**src/rtl/pipeline_hazard_ctrl.sv**
```systemverilog
// Hazard, forwarding and halt/drain controller for a 5-stage RV32I pipeline.
// Latency: forwarding and stall/flush controls are combinational; FSM and counters update on clk.
// Backpressure: stalls IF/ID for one cycle on load-use; freezes IF/ID while draining or halted.
module pipeline_hazard_ctrl #(
    parameter int REG_W        = 5,
    parameter int CNT_W        = 16,
    parameter int DRAIN_CYCLES = 3
) (
    input  logic             clk,
    input  logic             rst,
    input  logic [REG_W-1:0] ID_rs1,
    input  logic [REG_W-1:0] ID_rs2,
    input  logic             ID_use_rs1,
    input  logic             ID_use_rs2,
    input  logic [REG_W-1:0] EX_rs1,
    input  logic [REG_W-1:0] EX_rs2,
    input  logic [REG_W-1:0] ID_EX_RD,
    input  logic             ID_EX_regwrite,
    input  logic             ID_EX_wb_sel,
    input  logic [REG_W-1:0] EX_MEM_RD,
    input  logic             EX_MEM_regwrite,
    input  logic             EX_MEM_wb_sel,
    input  logic [REG_W-1:0] MEM_WB_RD,
    input  logic             MEM_WB_regwrite,
    input  logic             PC_sel,
    input  logic             halt_req,
    output logic             stall_if,
    output logic             stall_id,
    output logic             flush_id,
    output logic             flush_ex,
    output logic [1:0]       fwd_a,
    output logic [1:0]       fwd_b,
    output logic             halt_ack,
    output logic [CNT_W-1:0] stall_count,
    output logic [CNT_W-1:0] flush_count
);

    typedef enum logic [1:0] {RUN, DRAIN, HALTED, RESUME} state_t;

    localparam int DW = (DRAIN_CYCLES > 1) ? $clog2(DRAIN_CYCLES + 1) : 1;
    localparam logic [DW-1:0] DRAIN_LAST = DW'(DRAIN_CYCLES - 1);

    state_t        state, state_nxt;
    logic [DW-1:0] drain_cnt, drain_nxt;
    logic          luh;
    logic          stall_if_c, stall_id_c, flush_id_c, flush_ex_c, halt_ack_c;
    logic          stall_inc;
    logic [1:0]    fwd_a_c, fwd_b_c;

    // EX/MEM loads have no ALU result to forward; their consumer is covered by the load-use stall.
    function automatic logic [1:0] fwd_sel(input logic [REG_W-1:0] rs);
        if (EX_MEM_regwrite && (EX_MEM_RD != '0) && (EX_MEM_RD == rs) && !EX_MEM_wb_sel)
            return 2'b01;
        else if (MEM_WB_regwrite && (MEM_WB_RD != '0) && (MEM_WB_RD == rs))
            return 2'b10;
        else
            return 2'b00;
    endfunction

    assign fwd_a_c = fwd_sel(EX_rs1);
    assign fwd_b_c = fwd_sel(EX_rs2);

    assign luh = ID_EX_regwrite && ID_EX_wb_sel && (ID_EX_RD != '0) &&
                 ((ID_use_rs1 && (ID_EX_RD == ID_rs1)) || (ID_use_rs2 && (ID_EX_RD == ID_rs2)));

    always_comb begin
        state_nxt  = state;
        drain_nxt  = drain_cnt;
        stall_if_c = 1'b0;
        stall_id_c = 1'b0;
        flush_id_c = 1'b0;
        flush_ex_c = 1'b0;
        halt_ack_c = 1'b0;
        stall_inc  = 1'b0;
        case (state)
            RUN: begin
                if (PC_sel) begin
                    flush_id_c = 1'b1;
                    flush_ex_c = 1'b1;
                end else if (luh) begin
                    stall_if_c = 1'b1;
                    stall_id_c = 1'b1;
                    flush_ex_c = 1'b1;
                    stall_inc  = 1'b1;
                end
                if (halt_req) begin
                    state_nxt = DRAIN;
                    drain_nxt = '0;
                end
            end
            DRAIN: begin
                stall_if_c = 1'b1;
                stall_id_c = 1'b1;
                flush_id_c = 1'b1;
                // A late redirect must still load its target into the PC, so draining starts over.
                if (PC_sel) begin
                    stall_if_c = 1'b0;
                    flush_ex_c = 1'b1;
                end
                if (!halt_req) begin
                    state_nxt = RESUME;
                end else if (PC_sel) begin
                    drain_nxt = '0;
                end else begin
                    drain_nxt = drain_cnt + DW'(1);
                    if (drain_nxt >= DRAIN_LAST)
                        state_nxt = HALTED;
                end
            end
            HALTED: begin
                halt_ack_c = 1'b1;
                stall_if_c = 1'b1;
                stall_id_c = 1'b1;
                flush_id_c = 1'b1;
                if (!halt_req)
                    state_nxt = RESUME;
            end
            RESUME: begin
                state_nxt = RUN;
            end
            default: begin
                state_nxt = RUN;
            end
        endcase
    end

    assign stall_if = rst & stall_if_c;
    assign stall_id = rst & stall_id_c;
    assign flush_id = rst & flush_id_c;
    assign flush_ex = rst & flush_ex_c;
    assign halt_ack = rst & halt_ack_c;
    assign fwd_a    = rst ? fwd_a_c : 2'b00;
    assign fwd_b    = rst ? fwd_b_c : 2'b00;

    always_ff @(posedge clk or negedge rst) begin
        if (!rst) begin
            state     <= RUN;
            drain_cnt <= '0;
        end else begin
            state     <= state_nxt;
            drain_cnt <= drain_nxt;
        end
    end

    always_ff @(posedge clk or negedge rst) begin
        if (!rst) begin
            stall_count <= '0;
            flush_count <= '0;
        end else begin
            if (stall_inc && (stall_count != '1))
                stall_count <= stall_count + CNT_W'(1);
            if (PC_sel && (flush_count != '1))
                flush_count <= flush_count + CNT_W'(1);
        end
    end

endmodule

```
**config.mk**
```make
export PLATFORM = sky130hd
export DESIGN_NAME = pipeline_hazard_ctrl
export DESIGN_NICKNAME = d
export VERILOG_FILES = /design/src/rtl/pipeline_hazard_ctrl.sv
export SDC_FILE = /design/constraint.sdc
export NUM_CORES = 1
export LEC_CHECK = 0
export BUFFER_PORTS_ARGS = -buffer_cell sky130_fd_sc_hd__buf_2
export CELL_PAD_IN_SITES_DETAIL_PLACEMENT = 0
export CELL_PAD_IN_SITES_GLOBAL_PLACEMENT = 1
export CORE_MARGIN = 2
export CORE_UTILIZATION = 29
export DETAILED_ROUTE_END_ITERATION = 6
export HOLD_SLACK_MARGIN = 0.12
export PLACE_DENSITY_LB_ADDON = 0.1
export SLEW_MARGIN = 20
export SYNTH_ARGS = -nofsm -noshare
export SYNTH_HDL_FRONTEND = slang
export SYNTH_SLANG_ARGS = --single-unit
```
**constraint.sdc**
```tcl
create_clock -name clk -period 2.3 [get_ports clk]
set_input_delay 0.46 -clock clk [delete_from_list [all_inputs] [get_ports clk]]
set_output_delay 0.46 -clock clk [all_outputs]
set_load 0.05 [all_outputs]
```
==> Yosys cells after proc, flatten, opt, wreduce, memory -nomap -nowiden <==
Index checks and enable logic that the tools add are counted.
{ "classes": {"add_sub_neg": 3, "order_cmp": 1, "n_eq_ne": 16, "mux": 27, "bitwise": 5, "reduce_logical": 25} }
{ "op_table": {"columns": ["cell", "n"], "rows": [
  ["16-bit by 1-bit adder with 16-bit output, second input constant", 2],
  ["16-bit != test, second input constant", 2],
  ["5-bit == test", 6],
  ["2-bit two-way mux", 14],
  ["1-bit logical AND", 15],
  ["5-bit nonzero test", 3],
  ["2-bit case mux with 4 select lines", 1],
  ["1-bit two-way mux", 7],
  ["2-bit != test, second input constant", 3],
  ["3-bit != test, second input constant", 2],
  ["1-bit case mux with 2 select lines", 3],
  ["1-bit AND", 5],
  ["2-bit == test, second input constant", 2],
  ["2-bit case mux with 2 select lines", 1],
  ["4-bit AND reduction", 1],
  ["1-bit case mux with 3 select lines", 1],
  ["3-bit AND reduction", 1],
  ["2-bit by 1-bit adder with 2-bit output, second input constant", 1],
  ["2-bit by 1-bit == test with 1-bit output, second input constant", 1],
  ["2-bit greater-or-equal comparator, second input constant", 1],
  ["2-bit logical NOT", 1],
  ["2-bit nonzero test", 1],
  ["2-bit OR reduction", 1],
  ["1-bit logical NOT", 1],
  ["1-bit logical OR", 1]
]} }
{ "word_totals": {"ff_bits": 36, "in_bits": 46} }

==> Longest topological paths before layout <==
Gate-level depths: netlist (run 1).
{ "logic_depth": {"ltp_word": 8, "depth_mapped": 7, "mapped_depth_nobuf": 6} }

==> Worst setup path after synthesis (run 1) <==
Ideal clock, no wire load.
{ "synth_timing": {"kind": "input to output", "start": "input EX_MEM_RD[1]", "end": "output fwd_a[1]", "arrival_time_ns": 2.811, "t_required_ns": 1.840, "path_slack_ns": -0.971, "stages": 4, "path_buffers": 0, "path_cell_list": "or4_1 > o21ai_0 > nor4_1 > nor4_1"} }
{ "synth_between": {"elab_chain_cells": 6, "word_cells_on_any_way": 7, "cone_classes": "1 x eq/ne; 2 x mux; 4 x reduce/logical"} }
{ "synth_lines": {"columns": ["element", "line", "rtl"], "rows": [
  ["from (decl)", "20", "input logic [REG_W-1:0] EX_MEM_RD,"],
  ["5-bit nonzero test", "52", "if (EX_MEM_regwrite && (EX_MEM_RD != '0) && (EX_MEM_RD == rs) && !EX_MEM_wb_sel)"],
  ["1-bit logical AND", "52", null],
  ["1-bit logical AND (*) (2 in series)", "52", null],
  ["2-bit two-way mux (*)", "52", null],
  ["2-bit two-way mux (*)", "132", "assign fwd_a = rst ? fwd_a_c : 2'b00;"],
  ["to (decl)", "31", "output logic [1:0] fwd_a,"]
]} }
Mark *: on every way between the ends. The rest lies on a longest branch, timed or not.

==> Worst setup path after layout (run 1) <==
{ "layout_timing": {"start": "input EX_MEM_RD[1]", "end": "output fwd_b[1]"} }
{ "layout_between": {"elab_chain_cells": 6, "word_cells_on_any_way": 7, "cone_classes": "1 x eq/ne; 2 x mux; 4 x reduce/logical"} }
{ "layout_lines": {"columns": ["element", "line", "rtl"], "rows": [
  ["5-bit nonzero test", "52", null],
  ["1-bit logical AND", "52", null],
  ["1-bit logical AND (*) (2 in series)", "52", null],
  ["2-bit two-way mux (*)", "52", null],
  ["2-bit two-way mux (*)", "133", "assign fwd_b = rst ? fwd_b_c : 2'b00;"],
  ["to (decl)", "32", "output logic [1:0] fwd_b,"]
]} }
Marks and branches as above.

==> results of run 1 <==
[how the worst max path moves through the flow]
stage | to | cells after the start | slack (ns)
floorplan | stall_id | 6 | -0.17
global placement | fwd_a[1] | 6 | -0.14
detailed placement | fwd_a[1] | 6 | -0.21
CTS | fwd_a[1] | 6 | -0.007
global route | fwd_b[1] | 7 | -0.02
finish | fwd_b[1] | 7 | 0.01
[stage by stage]
stage	worst slack, ns	utilization, %	instance area, sq um	hold WS [ns]	setup TNS, ns
global placement	-0.1415	39.81	3108	0.4743	-0.2876
detailed placement	-0.2077	39.81	3108	0.4763	-0.4554
CTS	-0.007407	41.47	3238	0.1717	-0.007407
floorplan	-0.1682	-	2430	0.1644	-0.4398
finish	0.01220	42.82	3343	0.1721	0
global route	-0.01952	42.82	3343	0.1990	-0.02591
[cell usage in the layout, fill, tap and decap left out, types with 2 or more instances in the layout]
cell type,n
dfrtp_1,36
nor4_4,4
nand4_1,12
nand3b_1,3
clkbuf_8,6
a21oi_1,5
nor4b_2,3
nor2_1,10
ha_1,5
xor2_1,24
o21ai_0,7
and3_1,7
and2_1,5
or4_4,5
xnor2_1,33
nand2_1,14
buf_2,75
inv_1,7
nor4_1,3
nand3_1,14
mux2_2,2
buf_4,22
buf_6,9
nor3_1,2
[worst max-delay path: stages]
cell	delay (ns)
buf_6	0.09
or4_4	0.54
o21ai_4	0.21
buf_6	0.13
nor4_4	0.04
nor4_4	0.15
buf_6	0.19
[area by class of cell]
type	instances	area (sq um)
clock inverters	1	7.507
fillers	800	4464
repair buffers	106	641.9
clock buffers	7	86.33
multi-input cells	190	1549
well taps	102	127.6
flip-flops and latches	36	900.9
inverters	8	30.03
[power breakdown]
group          internal [W]  leakage (nW)  switching, W  total (W)
logic              0.000447          1.03      0.000747    0.00119
clock network      0.000244        0.0445      0.000230   0.000473
registers          0.000729         0.484      0.000109   0.000838
total               0.00142          1.56       0.00109    0.00250
[state kept, by name, summed over array words and instances, names as in the netlist]
| signal | flops |
|---|---|
| state | 2 |
| flush_count | 16 |
| stall_count | 16 |
| drain_cnt | 2 |
[layer usage]
metal | routed length (um) | global-route usage [%]
met5 | 0 | 0
met2 | 2857 | 23.21
met1 | 2918 | 19.78
met3 | 400 | 3.692
met4 | 68 | 4.227
[cells by family after synthesis]
group                      Yosys count  share of synthesized area, %
xor gates and xnor gates            57                         21.10
adders and majority gates            6                         3.173
AOI/OAI and AO/OA                   28                         8.779
buffers and inverters               11                         1.904
and+or+nand+nor                     96                         25.54
DFF                                 36                         38.07
muxes                                3                         1.428
[repair_timing]
action / 4_1_cts / 5_1_grt
buffers inserted: 0 / 2
setup endpoints to repair: 6 / 6
gates resized for setup: 11 / 22
pin swaps: 0 / 5
==> out/summary.md, run 1 <==
STA puts the critical path data arrival time at 1.83 ns. The die covers 8897 sq um. The total number of clock tree sinks was 36; the total length of routed wires was 6244 um. Sorting the synthesized cells by area gives the leading types as dfrtp_1 (38%), xnor2_1 (12%), xor2_1 (8.9%). The clock tree synthesis step divided the H-tree into 2 levels. The initial antenna violation count is 0, and the relative area change from synthesis to final layout is 41.30%.

The cell with the most instances after synthesis was dfrtp_1. The mapped netlist covers 2366 sq um. After the first detailed-routing iteration, the DRC count stood at 44. In this run the horizontal extent of the chip is 94.33 um.

The max-slew violation count is 0, and the height of the chip is 94.33 um. The first global-routing pass estimated 10450 um of wire. The startpoint-to-endpoint class of the critical path is primary input to output port. Setup violations remaining at the end of the flow were counted as 0. The total of buffers placed on input and output ports works out to 86.

Post-synthesis cell count: 237. Endpoint class of the critical path: an output port. The logs give 0.6158 mV for the peak supply drop and 30.30% for the initial core utilization. Summed over its instances, the top area cell type makes up 38.08% of the synthesized netlist area. The flow ran to the end, and the final reports show no timing, DRC or antenna violations. For this run, asynchronously set or reset flops after synthesis account for 100.0%. The run gives 0.01111 ns as the clock skew after layout. In this run the worst path has a maximum fanout of 2.

The tightest min-delay check is of the primary input to async pin type. The final antenna diode count was 0. For the total grt overflow, the log shows 0. Total power of the final layout: 0.002505 W.

Setup repair after global routing could not meet its margin everywhere. The clock passes through at most 2 buffers. The count of nets left with antenna violations once routing finished came out at 0. The number of cells on the worst reg-to-reg path came out at 6. At the end of routability-driven placement, the weighted congestion stood at 0.8022. The core region is 7807 sq um.

Buffers inserted to repair hold after CTS numbered 0. The final hold violation count is 0, and the maximum number of pins on one net before global-route repair is 24. The share of the cycle needed by the critical path after routing was 99.47%; the number of distinct library cell variants in the gate-level netlist after synthesis was 49. The origin of the worst setup path is EX_MEM_RD[1].

Proportion of layout cells with a drive suffix above 1: 41.09%. During I/O placement, the number of pins put on the boundary was 87. Max-capacitance violation count: 0. Derived from the worst setup path, the maximum achievable clock frequency is 437.1 MHz.

Including well taps, the total number of placed cells is 440. For the pin with the worst max-slew slack, the measured transition is 0.3839 ns. In the synthesized netlist the dominant register cell turns out to be dfrtp_1. The cell area power density works out to 749.2 nW/um^2. In this run, CTS created clock tree buffers numbering 5.

During synthesis, Yosys emitted a total of 0 warnings. Detailed placer's ending HPWL: 4764 um. The number of global-route vias before repair is 2224. The routed length per placed instance is 13.88 um. In this run the clock root is driven by a clkbuf_8.

The worst register-to-register path begins at stall_count[0]$_DFFE_PN0P_. Dividing the synthesized area by the synthesized cell count gives 9.983 sq um. The tools report the static power due to leakage as 1.562 nW.

In this run the core area contains 32 standard-cell rows. Summing over every cut layer, the via total after detailed routing is 2182. The first detailed-routing pass ran for 6 iterations.

The library cell occupying the most area in the post-synthesis netlist is dfrtp_1. By count the netlist is led by dfrtp_1 (36), xnor2_1 (33), xor2_1 (24). Headroom to the max-slew limit came out at 74.35%.

When the netlist entered floorplanning its net count stood at 289. TritonCTS built the clock tree. The tools report the portion of the post-synthesis area used by sequential elements as 38.08%.

The clock edge transition at the registers on the reported setup and hold paths is 0.08 ns. At the worst endpoint, the required time is 1.84 ns. The run gives 450 as the final cell count without fillers. After detailed routing, the number of remaining DRC violations is 0. Minimum clock period after layout: 2.288 ns. The kind of start point of the critical path is a primary input. The number of nets in the finished design came out at 399. The number of enable-type register cells in the synthesized netlist was 0.

Using the TritonRoute via totals, the vias-per-cell ratio works out to 4.849. The tools report the total track usage as 14.64%. In this run the critical register-to-register path is captured at stall_count[15]$_DFFE_PN0P_. The later pin in the worst-skew pair is clocked with a latency of 0.29 ns. The count of state elements after synthesis is 36. The reg2reg setup slack came out at 0.38 ns.
Power figures use the tool's default switching activity.
==> run 2: changes to the inputs <==
--- a/config.mk
+++ b/config.mk
@@ -8,9 +8,11 @@
 export BUFFER_PORTS_ARGS = -buffer_cell sky130_fd_sc_hd__buf_2
 export CELL_PAD_IN_SITES_DETAIL_PLACEMENT = 0
 export CELL_PAD_IN_SITES_GLOBAL_PLACEMENT = 1
+export CORE_ASPECT_RATIO = 0.6
 export CORE_MARGIN = 2
 export CORE_UTILIZATION = 29
 export DETAILED_ROUTE_END_ITERATION = 6
+export GPL_ROUTABILITY_DRIVEN = 0
 export HOLD_SLACK_MARGIN = 0.12
 export PLACE_DENSITY_LB_ADDON = 0.1
 export SLEW_MARGIN = 20
==> out/summary.md, run 2 (synthesis results as in run 1) <==
The run finished with clean final reports. The origin of the worst setup path was MEM_WB_RD[2]. The share of total power in the clock network was 25.2%. No sink is reached through more buffers than the 2 on the longest clock path. The highest clock rate was 437.3 MHz. The core region is 7883 sq um. The cell at the root of the clock tree is clkbuf_16.

Data arrives at the worst endpoint at 1.83 ns. The power dissipated by switching net loads is 0.001124 W, and the proportion of layout cells with a drive suffix above 1 is 41.45%. The routed length per placed instance is 14.04 um, and the clock edge transition at the registers on the reported setup and hold paths is 0.06 ns. Fill cells in the final layout number 796. The relative area change from synthesis to final layout came out at 41.51%. The post-placement setup slack is -0.1828 ns, and the maximum number of pins on one net before global-route repair is 35. STA puts the critical path data required time at 1.84 ns. End of the worst register-to-register path: stall_count[7]$_DFFE_PN0P_.

The HPWL after detailed placement is 5008 um. The wire length of the first global-routing pass was 10430 um; the antenna violation net count after detailed routing was 0. Max-capacitance violation count: 0.

The multi-input combinational cells in the finished layout cover a total of 1534 sq um. The tools report the total track usage as 14.93%. Setup slack on the critical path of the routed design comes to 0.01312 ns. Leaving out fill and tap cells, the most frequent cell in the layout is buf_2.

The run gives 1968 as the number of global-route vias before repair. After global routing the overflow that remains totals 0. Before antenna repair, the detailed router went through 4 iterations. For the total setup violations reported at the end of the flow, the log shows 0. Dividing the final minimum period by the clock period gives 99.43%. The run gives 0 as the max-slew violation count.

The clock network latency to the later pin of the worst-skew pair is 0.28 ns. Kind of start point of the critical path: a primary input. The die is 73.97 um tall. The final antenna diode count is 0, and the minimum clock period after layout is 2.287 ns. Total via count after detailed routing: 2105.

The tools report the launch point of the worst reg-to-reg path as state[1]$_DFFE_PN0P_. Of the total power, the share spent switching nets is 41.31%. The static power due to leakage came out at 1.560 nW. The post-detailed-route DRC marker count is 0, and the I/O pin total is 87.

STA classifies the critical path endpoint as an output port. The H-tree was split into 2 levels. The logs give 0.001597 W for the internal power contribution and 5 for the CTS buffer count. The actual slew at the worst max-slew pin is 0.4502 ns. Wires add up to 6360 um. In this run the worst path has a maximum fanout of 2. In this run the tool buffered the top-level ports with 86 buffer cells. The clock arrives with 0.003922 ns of skew. Row generation in the floorplan step produced 25 rows. The share of total power dissipated in combinational logic is 43.5%. Measured against its own limit, the worst slew margin works out to 69.99%. The cell area power density is 812.9 nW/um^2, and the initial core utilization is 30.02%. TritonCTS built the clock tree. Counting every sink on the clock net gives 36.

In the final layout, the registers with the most flip-flops are flush_count x16, stall_count x16. In this run the register-to-register setup slack is 0.29 ns. The worst register-to-register path has a depth of 8. The critical path in this run is classified as primary input to output port. In this run, the number of DRC markers left after iteration 0 of detailed routing was 70. In this run, flip-flops and latches consume 31.3% of the power. The die covers 8921 sq um. For this run, the post-layout net count is 396. Following the worst setup path forward leads to its endpoint at fwd_a[1]. In the layout the commonest cells are buf_2 (80), dfrtp_1 (35), xnor2_1 (33), xor2_1 (23), buf_4 (16).

Setup repair after global routing could not meet its margin everywhere. The tightest min-delay check is of the primary input to async pin type. The peak supply drop was 0.4276 mV; the final hold violation count was 0. Summing all placed instances gives a cell area of 3093 sq um.

For the area of all sequential standard cells, the log shows 902.1 sq um. After routing the design area is 3348 sq um. The run gives 0 as the initial antenna violation count. From left edge to right edge, the die measures 120.6 um.

Using the TritonRoute via totals, the vias-per-cell ratio works out to 4.647.
==> run 2: cell types whose count changed in the layout (fill, tap and decap cells not counted), sizes merged <==
cell         before  now
buf             106  102
clkinv            0    2
clkbuf            7    6
clkinvlp          1    0
dlygate4sd3       0    1
==> run 2: metrics by stage <==
stage	setup TNS [ns]	hold slack, ns	total power [W]	instances	util [%]
finish	0	0.4072	0.002722	453	42.48
global route	-0.1029	0.4725	0.002899	453	42.48
CTS	-0.05226	0.4343	0.002696	452	41.60
detailed placement	-0.3626	0.3974	0.001975	443	39.24
global placement	-0.3611	0.3938	0.001980	443	39.24
floorplan	-0.4398	0.1644	0.001641	237	-
==> run 2: power by group through the flow <==
stage / clock network, W / registers (W) / logic, W
2_1_floorplan: 0 / 0.00105 / 0.000589
3_3_place_gp: 0 / 0.000858 / 0.00112
3_5_place_dp: 0 / 0.000858 / 0.00112
4_1_cts: 0.000710 / 0.000848 / 0.00114
5_1_grt: 0.000740 / 0.000869 / 0.00129
6_report: 0.000685 / 0.000852 / 0.00119
==> run 2: area by class of cell <==
| type | count | area share [%] |
|---|---|---|
| clock buffers | 6 | 4.148 |
| repair buffers | 103 | 17.86 |
| inverters | 8 | 0.8969 |
| multi-input cells | 190 | 45.81 |
| well taps | 108 | 4.036 |
| clock inverters | 2 | 0.2990 |
| flip-flops and latches | 36 | 26.94 |
==> run 2: repair_timing <==
action / in CTS / in global routing
setup buffers: 0 / 1
endpoints found under the hold margin: 2 / 0
hold buffers: 1 / 0
pin swaps: 0 / 5
gates resized for setup: 9 / 16
endpoints found under the setup margin: 6 / 5
==> run 2: worst min-delay path by stage <==
stage          start                         end  slack, ns  depth (start not counted)
2_1_floorplan    rst    drain_cnt[0]$_DFFE_PN0P_       0.16                          0
3_5_place_dp     rst        state[0]$_DFFE_PN0P_       0.40                          2
4_1_cts          rst  stall_count[0]$_DFFE_PN0P_       0.43                          3
3_3_place_gp     rst        state[1]$_DFFE_PN0P_       0.39                          2
6_report         rst  stall_count[3]$_DFFE_PN0P_       0.41                          3
5_1_grt          rst  stall_count[2]$_DFFE_PN0P_       0.47                          3
==> run 2: worst max-delay path, stage by stage <==
cell	delay (ns)
buf_6	0.09
buf_6	0.11
xor2_1	0.13
or4_4	0.55
nor4_4	0.29
buf_6	0.19
==> run 2: per-layer routing <==
metal  up-vias  track usage (%)  routed length, um
li1       1068                -                  -
met1       993            24.16               3567
met2        39            19.33               2487
met3         5            3.681                265
met4         0            3.488                 40
met5         -                0                  0
==> run 3: changes to the inputs <==
--- a/config.mk
+++ b/config.mk
@@ -6,8 +6,8 @@
 export NUM_CORES = 1
 export LEC_CHECK = 0
 export BUFFER_PORTS_ARGS = -buffer_cell sky130_fd_sc_hd__buf_2
-export CELL_PAD_IN_SITES_DETAIL_PLACEMENT = 0
-export CELL_PAD_IN_SITES_GLOBAL_PLACEMENT = 1
+export CELL_PAD_IN_SITES_DETAIL_PLACEMENT = 1
+export CELL_PAD_IN_SITES_GLOBAL_PLACEMENT = 2
 export CORE_ASPECT_RATIO = 0.6
 export CORE_MARGIN = 2
 export CORE_UTILIZATION = 29
==> out/summary.md, run 3 (synthesis results as in run 1) <==
Using the TritonRoute via totals, the vias-per-cell ratio works out to 4.777. The post-route worst setup slack was -0.0002249 ns. In this run the power density over the cells is 832.7 nW/um^2. The final hold violation count is 0. The largest fanout on the critical path was 2. In this run the clock root is driven by a clkbuf_16.

In this run the standard cell core region covers 7883 sq um. The actual slew at the worst max-slew pin was 0.4177 ns. Setup repair after global routing could not meet its margin everywhere.

Before antenna repair, the detailed router went through 4 iterations. The first routing iteration left 74 violations. The run finished, with violations left. 0 antenna diodes ended up in the layout.

Counting I/O delays and the setup requirement, the final critical path takes 2.300 ns. The analysis attributes to net switching a power of 0.001137 W. Cell with the largest stage delay on the worst path: or4_4.

The max-slew violation count was 0; the number of cells on the worst reg-to-reg path was 6. The largest registers in the layout are flush_count x16, stall_count x16. The number of buffers on the longest clock path was 2. The endpoint identified for the worst register-to-register timing path is stall_count[1]$_DFFE_PN0P_. Measured along the x axis, the die boundary spans 120.6 um. The run gives 29.8% as the sequential group share of total power. For the total via count after detailed routing, the log shows 2183.

The checks that failed: setup timing. Highest clock rate: 434.7 MHz. The total overflow left after global routing is 0. STA classifies the critical path startpoint as a primary input. The worst pin sits at a relative slew slack of 71.97%.

The worst setup path is captured at an output port. Before CTS, the worst setup slack after placement is -0.2106 ns. For the initial antenna violation count, the log shows 0.

Among the stages of the critical path, the cell type that occurs most often is buf_6. Busiest metal layer after global routing: met2. The worst register-to-register path has a setup slack of 0.27 ns. The number of H-tree levels came out at 2.

For the peak supply drop, the log shows 0.4367 mV. The tools report the cell count after placement as 445. The tools report the die outline area as 8921 sq um. Once the floorplan was initialized, standard cells occupied 30.02% of the core. For the number of global-route vias before repair, the log shows 2199. Entering global routing, the biggest net connects 23 pins. For this run, the total global-route usage over all layers was measured as 16.74%. The max-capacitance violation count came out at 0. The type of the most critical hold path is primary input to async pin. Once detailed placement completed, the half-perimeter wirelength came to 5747 um. The placement row count came out at 25. For the final database, setup skew stands at 0.004237 ns.

The first global-routing pass estimated 11540 um of wire. For this run, the number of standard cells in the final layout without fillers is 457. Global routing consumed, on the met1 layer, 24.67% of the routing resources.

Total length of routed wires: 7006 um. The critical path is of the primary input to output port type. The clock network is responsible for 26.9% of the overall power. For the internal power contribution, the log shows 0.001702 W.

The signal on the critical path passes through buf_6 -> buf_6 -> xor2_1 -> or4_4 -> nor4_4 -> buf_6. In the global route stage, met3 resource usage came out at 3.681%. Together, buffers and inverters on the worst path number 3.

Once layout is complete, the utilization of the core stands at 43.24%. The logs give 1.84 ns for the signal arrival time at the worst endpoint and 1 for the total setup violations reported at the end of the flow. The total number of clock tree sinks was 36; the height of the chip was 73.97 um. The routed length per placed instance was 15.33 um; the post-detailed-route DRC marker count was 0. The library cell used most frequently in the layout, excluding fill and tap cells, is buf_2. Counting the buffers created by CTS gives 5.

TritonCTS built the clock tree. The share of the cycle needed by the critical path after routing is 100.0%. 87 I/O pins were placed. The library cells used most frequently in the layout, excluding fill and tap cells, are buf_2 (79), dfrtp_1 (36), xnor2_1 (33), xor2_1 (24), buf_4 (21). Hold-fix buffer count after cts: 0.

The run gives 0 as the antenna violation net count after detailed routing. The longest individual stage delay on the worst path is 0.56 ns. Clock-pin slew was measured on the worst setup and hold paths at 0.06 ns. Data on the critical path is required at its endpoint by 1.84 ns.

After routing, the total negative slack on setup checks comes to -0.0002249 ns. Launch point of the worst reg-to-reg path: stall_count[0]$_DFFE_PN0P_. The logs give 3108 sq um for the cell area after placement and 0.28 ns for the clock network latency to the later pin of the worst-skew pair. The total of buffers placed on input and output ports was 86. Once layout is done, the placed cells without fillers occupy 3408 sq um.

The number of nets in the finished design was 400; the relative area change from synthesis to final layout was 44.05%. Grouping stages by cell kind, the critical path spends the most delay in simple AND/OR/NAND/NOR gates. Combinational cells account for 43.3% of the total power. The switching part of the total power works out to 40.05%. The tools report the static power due to leakage as 1.592 nW. The routing usage on met2 is 25.05%, and the proportion of layout cells with a drive suffix above 1 is 41.55%.
## run 3: cell count changes in the layout (fill, tap and decap cells not counted), sizes merged
cell / previous run / this run
bufinv: 0 / 1
clkinv: 2 / 1
dlygate4sd3: 1 / 0
buf: 102 / 107
## run 3: metal layers
layer | vias up | share of wire [%]
met5 | - | 0
met4 | 0 | 0.79
met3 | 5 | 3.4
met2 | 36 | 42
met1 | 1067 | 54
li1 | 1075 | -
## run 3: area by class of cell
cell class | instances | area (sq um)
fill | 935 | 4474
multi-input combinational | 190 | 1546
sequential | 36 | 900.9
timing repair buffer | 107 | 631.9
tap | 108 | 135.1
clock buffer | 6 | 128.9
clock inverter | 2 | 35.03
inverter | 8 | 30.03
## run 3: worst register-to-register path: stages (launching register included)
cell and delay (ns):
dfrtp_1 0.40, ha_1 0.22, nand3_1 0.21, o41ai_2 0.48, nor2_2 0.15, nand2_2 0.12
mux2_1 0.32
## run 3: repair_timing
item                                    in CTS  in global routing
pin swaps                                    0                  6
endpoints found under the setup margin       6                  7
resized for setup                            9                 19
cloned                                       0                  0
setup buffers                                2                  2
## run 3: worst max-delay path by stage
stage / from / endpoint / slack, ns / cells past startpoint
2_1_floorplan: state[0]$_DFFE_PN0P_ / stall_id / -0.17 / 6
3_3_place_gp: EX_MEM_RD[1] / fwd_a[1] / -0.17 / 6
3_5_place_dp: EX_MEM_RD[1] / fwd_a[1] / -0.21 / 6
4_1_cts: EX_MEM_RD[1] / fwd_a[1] / -0.02 / 6
5_1_grt: MEM_WB_RD[2] / fwd_a[1] / -0.03 / 6
6_report: MEM_WB_RD[2] / fwd_a[1] / -0.0002 / 6
## run 3: power by group through the flow
stage | logic [W] | registers (W) | clock network, W
2_1_floorplan | 0.000589 | 0.00105 | 0
3_5_place_dp | 0.00113 | 0.000859 | 0
4_1_cts | 0.00118 | 0.000843 | 0.000793
3_3_place_gp | 0.00112 | 0.000856 | 0
6_report | 0.00123 | 0.000845 | 0.000764
5_1_grt | 0.00135 | 0.000861 | 0.000817
## run 3: through the flow
| stage | hold WS [ns] | total power, W |
|---|---|---|
| CTS | 0.1871 | 0.002819 |
| finish | 0.1771 | 0.002838 |
| global placement | 0.4678 | 0.001972 |
| global route | 0.2034 | 0.003029 |
| detailed placement | 0.4749 | 0.001992 |
| floorplan | 0.1644 | 0.001641 |
